--- config.mk ---
export PLATFORM = sky130hd
export DESIGN_NAME = window_gen_4x4
export DESIGN_NICKNAME = d
export VERILOG_FILES = /design/src/rtl/window_gen_4x4.sv
export SDC_FILE = /design/constraint.sdc
export NUM_CORES = 1
export LEC_CHECK = 0
export BUFFER_PORTS_ARGS = -buffer_cell sky130_fd_sc_hd__buf_4
export CORE_UTILIZATION = 57
export DETAILED_ROUTE_END_ITERATION = 8
export PLACE_DENSITY = 0.93
export SETUP_SLACK_MARGIN = 0.3
export SKIP_LAST_GASP = 1
export SYNTH_ARGS = -nofsm -noshare
export SYNTH_HDL_FRONTEND = slang
export SYNTH_SLANG_ARGS = --single-unit
--- constraint.sdc ---
create_clock -name clk -period 4.8 [get_ports clk]
set_input_delay 0.48 -clock clk [delete_from_list [all_inputs] [get_ports clk]]
set_output_delay 0.48 -clock clk [all_outputs]
set_load 0.005 [all_outputs]
--- src/rtl/window_gen_4x4.sv ---
// Sliding 4x4 pixel window behind the 4-row line buffer, with frame position tracking.
// Define WIN_OUT_REG_EN to add one more output register stage, which gives 2-cycle latency.
module window_gen_4x4 #(
    parameter int INPUT_SIZE   = 8,
    parameter int LINE_WIDTH   = 114,
    parameter int FRAME_HEIGHT = 114,
    parameter int CNT_W        = 9
) (
    input  logic                    clk,
    input  logic                    rst,
    input  logic                    sof,
    input  logic                    in_valid,
    input  logic [INPUT_SIZE-1:0]   in1,
    input  logic [INPUT_SIZE-1:0]   in2,
    input  logic [INPUT_SIZE-1:0]   in3,
    input  logic [INPUT_SIZE-1:0]   in4,
    output logic [16*INPUT_SIZE-1:0] win,
    output logic                    win_valid,
    output logic [CNT_W-1:0]        win_x,
    output logic [CNT_W-1:0]        win_y,
    output logic                    line_done,
    output logic                    frame_done
);

    logic [INPUT_SIZE-1:0]   w_reg [4][4];
    logic [INPUT_SIZE-1:0]   in_col [4];
    logic [16*INPUT_SIZE-1:0] win_s1;

    logic [CNT_W-1:0] col_cnt_reg, row_cnt_reg;
    logic [CNT_W-1:0] col_eff, row_eff;
    logic             col_wrap, row_wrap, pos_ok;

    logic             valid_s1_reg, line_done_s1_reg, frame_done_s1_reg;
    logic [CNT_W-1:0] x_s1_reg, y_s1_reg;

    assign in_col[0] = in1;
    assign in_col[1] = in2;
    assign in_col[2] = in3;
    assign in_col[3] = in4;

    // sof restarts the frame on this very column, so it is counted as (0,0)
    assign col_eff  = sof ? '0 : col_cnt_reg;
    assign row_eff  = sof ? '0 : row_cnt_reg;
    assign col_wrap = (col_eff == CNT_W'(LINE_WIDTH - 1));
    assign row_wrap = (row_eff == CNT_W'(FRAME_HEIGHT - 1));
    assign pos_ok   = (col_eff >= CNT_W'(3)) && (row_eff >= CNT_W'(3));

    genvar gi, gc;
    generate
        for (gi = 0; gi < 4; gi++) begin : g_row
            for (gc = 0; gc < 4; gc++) begin : g_col
                logic [INPUT_SIZE-1:0] shift_in;
                if (gc == 3) begin : g_newest
                    assign shift_in = in_col[gi];
                end else begin : g_older
                    assign shift_in = sof ? '0 : w_reg[gi][gc+1];
                end

                always_ff @(posedge clk or negedge rst) begin
                    if (!rst) begin
                        w_reg[gi][gc] <= '0;
                    end else if (in_valid) begin
                        w_reg[gi][gc] <= shift_in;
                    end else if (sof) begin
                        w_reg[gi][gc] <= '0;
                    end
                end

                assign win_s1[(16 - (gi*4 + gc))*INPUT_SIZE - 1 -: INPUT_SIZE] = w_reg[gi][gc];
            end
        end
    endgenerate

    always_ff @(posedge clk or negedge rst) begin
        if (!rst) begin
            col_cnt_reg <= '0;
            row_cnt_reg <= '0;
        end else if (in_valid) begin
            col_cnt_reg <= col_wrap ? '0 : col_eff + CNT_W'(1);
            if (col_wrap) begin
                row_cnt_reg <= row_wrap ? '0 : row_eff + CNT_W'(1);
            end else begin
                row_cnt_reg <= row_eff;
            end
        end else if (sof) begin
            col_cnt_reg <= '0;
            row_cnt_reg <= '0;
        end
    end

    // Columns 0..2 of each line still hold the previous line's tail, hence pos_ok gating
    always_ff @(posedge clk or negedge rst) begin
        if (!rst) begin
            valid_s1_reg      <= 1'b0;
            line_done_s1_reg  <= 1'b0;
            frame_done_s1_reg <= 1'b0;
            x_s1_reg          <= '0;
            y_s1_reg          <= '0;
        end else begin
            valid_s1_reg      <= in_valid && pos_ok;
            line_done_s1_reg  <= in_valid && col_wrap;
            frame_done_s1_reg <= in_valid && col_wrap && row_wrap;
            x_s1_reg          <= (in_valid && pos_ok) ? col_eff - CNT_W'(3) : '0;
            y_s1_reg          <= (in_valid && pos_ok) ? row_eff - CNT_W'(3) : '0;
        end
    end

`ifdef WIN_OUT_REG_EN
    logic [16*INPUT_SIZE-1:0] win_s2_reg;
    logic                    valid_s2_reg, line_done_s2_reg, frame_done_s2_reg;
    logic [CNT_W-1:0]        x_s2_reg, y_s2_reg;

    always_ff @(posedge clk or negedge rst) begin
        if (!rst) begin
            win_s2_reg        <= '0;
            valid_s2_reg      <= 1'b0;
            line_done_s2_reg  <= 1'b0;
            frame_done_s2_reg <= 1'b0;
            x_s2_reg          <= '0;
            y_s2_reg          <= '0;
        end else begin
            win_s2_reg        <= win_s1;
            valid_s2_reg      <= valid_s1_reg;
            line_done_s2_reg  <= line_done_s1_reg;
            frame_done_s2_reg <= frame_done_s1_reg;
            x_s2_reg          <= x_s1_reg;
            y_s2_reg          <= y_s1_reg;
        end
    end

    assign win        = win_s2_reg;
    assign win_valid  = valid_s2_reg;
    assign win_x      = x_s2_reg;
    assign win_y      = y_s2_reg;
    assign line_done  = line_done_s2_reg;
    assign frame_done = frame_done_s2_reg;
`else
    assign win        = win_s1;
    assign win_valid  = valid_s1_reg;
    assign win_x      = x_s1_reg;
    assign win_y      = y_s1_reg;
    assign line_done  = line_done_s1_reg;
    assign frame_done = frame_done_s1_reg;
`endif

endmodule

==> flow_summary.json <==
{
  "drc": 0,
  "nFillCells": 743,
  "track_usage": 0.275,
  "via_per_inst": 5.72,
  "synthMuxAreaShare": 0.142,
  "fin_crit_ps": 2550,
  "antenna_found_initial": 0,
  "grt_max_degree": 81,
  "chipHeight_um": 112,
  "slew_violations": 0,
  "status": "finished clean",
  "p_clk_frac": 0.417,
  "area_delta_synth_final_pct": 28.3,
  "rsz0062_at_grt": "false",
  "num_vias": 5226,
  "p_int_mw": 2.32,
  "power.share.sequential": 0.495,
  "num-nets-final": 798,
  "worstMarginPinSlew_ps": 1160,
  "ctsResizeCount": 0,
  "globalplace.congestion": 0.886,
  "power.static_leakage_nw": 4.74,
  "setup_violations": 0,
  "drt-initial-drc-count": 299,
  "synth_fa_ha_area_frac": 0.00721,
  "end_kind": "flop",
  "synth_compound_area_frac": 0.0802,
  "cts.clk_slew.worst_paths_ps": 60,
  "seq_area_frac_synth": 0.602,
  "worstPathRequired_ps": 5110,
  "layout-drive-gt1-share": 0.298,
  "synth_seq_cells": 167,
  "numCtsBuffers": 17,
  "worstSkewPairLatency_ps": 420,
  "p_comb_frac": 0.088,
  "rrSetupSlack_ps": 2480,
  "post_cts_buffers": 0,
  "dp_hpwl_um": 11000,
  "hold_buffers": 0,
  "core-area_sq_um": 11700,
  "switching_share": 0.233,
  "maxCapViolations": 0,
  "syn-instance-count": 591,
  "grt-ovfl-total": 0,
  "synth-simple-area-share": 0.118,
  "top_level_ports": 185,
  "path_max_fanout": 73,
  "ys_warn_count": 0,
  "dp_slack_ps": 1870,
  "fin_crit_sh": 0.532,
  "die_w_um": 112,
  "critPathKind": "primary input to flop",
  "crit_path_start_kind": "primary input",
  "setup_tns_ps": 0,
  "power.switching_uw": 706,
  "worst_slack_ps": 2250,
  "syn_area_sq_um": 6950,
  "crit_arrival_ps": 2860,
  "io_buffers": 184,
  "syn_avg_cell_area_sq_um": 11.8,
  "dieArea_sq_um": 12600,
  "antenna_left": 0,
  "synth-async-reset-ratio": 1.00,
  "dr.pass1.iters": 5,
  "max_slew_margin": 0.229,
  "clockRootBuffer": "clkbuf_16",
  "skew_ps": 6.36,
  "grt_pass1_vias": 5238,
  "cts_buffer_depth": 2,
  "fmaxAchievable_mhz": 392,
  "synth_nets": 631,
  "synthXorXnorAreaFrac": 0.0164,
  "power.density_nw_per_um2": 340,
  "clock-sinks": 167,
  "synth_edf_count": 0,
  "hold_viol": 0,
  "largest_reg_flops": 128,
  "wl_per_cell_um": 18.0,
  "synth_ff_type": "dfrtp_1",
  "grt_pass1_wl_um": 26800,
  "synth_top_family_by_area": "multiplexers",
  "peakVddDrop_mv": 0.244,
  "wl_um": 16500,
  "ys_types": 47,
  "hp-class": "primary input to asynchronous set/reset pin",
  "cts_tree": "built",
  "diodes": 0,
  "rows": 39,
  "cts.htree.levels": 4,
  "initial_utilization": 0.596
}
-- worst max-delay path: stages --
cell	delay, ps
buf_4	560
buf_4	590
and4b_1	270
nand3_2	130
inv_1	250
nand4_1	190
mux2_2	330
-- final cells by class --
cell class                      instances  area, sq um  area share
Clock buffer                           24          512      0.0574
Tap cell                              143          179      0.0201
Sequential cell                       167         4180       0.469
Inverter                               11         41.3     0.00463
Multi-Input combinational cell        372         2530       0.284
Clock inverter                          8         45.0     0.00506
Timing Repair Buffer                  189         1430       0.160
-- metrics by stage --
step / util / hold slack, ps / power (mW) / instances / instance area [sq um]
floorplan: - / 184 / 1.64 / 591 / 6950
global placement: 0.716 / 505 / 1.78 / 882 / 8350
detailed placement: 0.716 / 516 / 1.79 / 882 / 8350
CTS: 0.764 / 68.3 / 3.05 / 914 / 8910
global route: 0.764 / 109 / 3.14 / 914 / 8910
finish: 0.764 / 47.3 / 3.03 / 914 / 8910
-- placed cells by master, fill, tap and decap left out, drive strengths merged, types with 3 or more instances in the layout --
master	synthesis	routed
buf	17	189
dfrtp	167	167
nor2	122	122
mux2i	96	96
a22o	32	32
clkbuf	24	24
nand2	16	16
xnor2	11	11
inv	11	11
o21ai	10	10
a21oi	10	10
nor2b	9	9
nor3	6	6
clkinv	0	6
nand3	6	6
a31oi	4	4
nand4	4	4
ha	4	4
nor4	4	4
nand2b	3	3
or3	3	3
a21o	3	3
a211o	3	3
o311ai	3	3
-- Yosys cell counts, types with 2 or more instances --
| library cell | count | area (sq um) |
|---|---|---|
| a211o_1 | 3 | 26.3 |
| a21o_1 | 3 | 22.5 |
| a21oi_1 | 8 | 40.0 |
| a21oi_2 | 2 | 17.5 |
| a22o_1 | 32 | 280 |
| a31oi_1 | 4 | 25.0 |
| and4b_1 | 2 | 20.0 |
| buf_1 | 2 | 7.51 |
| buf_2 | 12 | 60.1 |
| buf_6 | 2 | 22.5 |
| clkbuf_1 | 24 | 90.1 |
| dfrtp_1 | 167 | 4180 |
| ha_1 | 4 | 50.1 |
| inv_1 | 11 | 41.3 |
| mux2_2 | 2 | 22.5 |
| mux2i_1 | 96 | 961 |
| nand2_1 | 16 | 60.1 |
| nand2b_1 | 3 | 18.8 |
| nand3_1 | 5 | 25.0 |
| nand4_1 | 4 | 25.0 |
| nor2_1 | 122 | 458 |
| nor2b_1 | 9 | 56.3 |
| nor3_1 | 6 | 30.0 |
| nor4_1 | 3 | 18.8 |
| o21ai_0 | 10 | 50.1 |
| o21bai_1 | 2 | 15.0 |
| o311ai_0 | 3 | 26.3 |
| o31ai_1 | 2 | 15.0 |
| or3_1 | 3 | 18.8 |
| xnor2_1 | 11 | 96.3 |
| xor2_1 | 2 | 17.5 |
-- metal layers --
layer / share of wire / wire length, um / track usage / vias to the layer above
li1: - / - / - / 2373
met1: 0.41 / 6770 / 0.348 / 2600
met2: 0.49 / 8030 / 0.440 / 215
met3: 0.073 / 1200 / 0.0724 / 38
met4: 0.028 / 456 / 0.144 / 0
met5: 0 / 0 / 0 / -
-- power groups by stage --
| stage | combinational, mW | sequential, mW | clock (mW) |
|---|---|---|---|
| finish | 0.267 | 1.50 | 1.26 |
| global route | 0.291 | 1.50 | 1.34 |
| CTS | 0.271 | 1.50 | 1.28 |
| detailed placement | 0.269 | 1.52 | 0 |
| global placement | 0.259 | 1.52 | 0 |
| floorplan | 0.122 | 1.52 | 0 |
-- path summary, 6_finish.rpt --
| path | startpoint | endpoint | cells after the start |
|---|---|---|---|
| max | sof | row_cnt_reg[3]$_DFF_PN0_ | 7 |
| min | rst | win[1]$_DFF_PN0_ | 1 |
| max reg2reg | col_cnt_reg[0]$_DFF_PN0_ | row_cnt_reg[3]$_DFF_PN0_ | 7 |
| min reg2reg | win[30]$_DFFE_PN0P_ | win[30]$_DFFE_PN0P_ | 2 |
| max in group asynchronous | rst | win[94]$_DFFE_PN0P_ | 2 |
| min in group clk | in4[1] | win[1]$_DFF_PN0_ | 2 |
-- cells by family (layout without fill, tap and decap cells) --
| kind of cell | Yosys count | in the layout |
|---|---|---|
| buffers and inverters | 52 | 232 |
| XOR/XNOR | 13 | 13 |
| adder cells (fa/ha/maj) | 4 | 4 |
| AND/OR/NAND/NOR | 183 | 183 |
| multiplexers | 98 | 98 |
| flip-flops | 167 | 167 |
| AO/OA/AOI/OAI | 74 | 74 |
(Power assumes the default switching activity.)
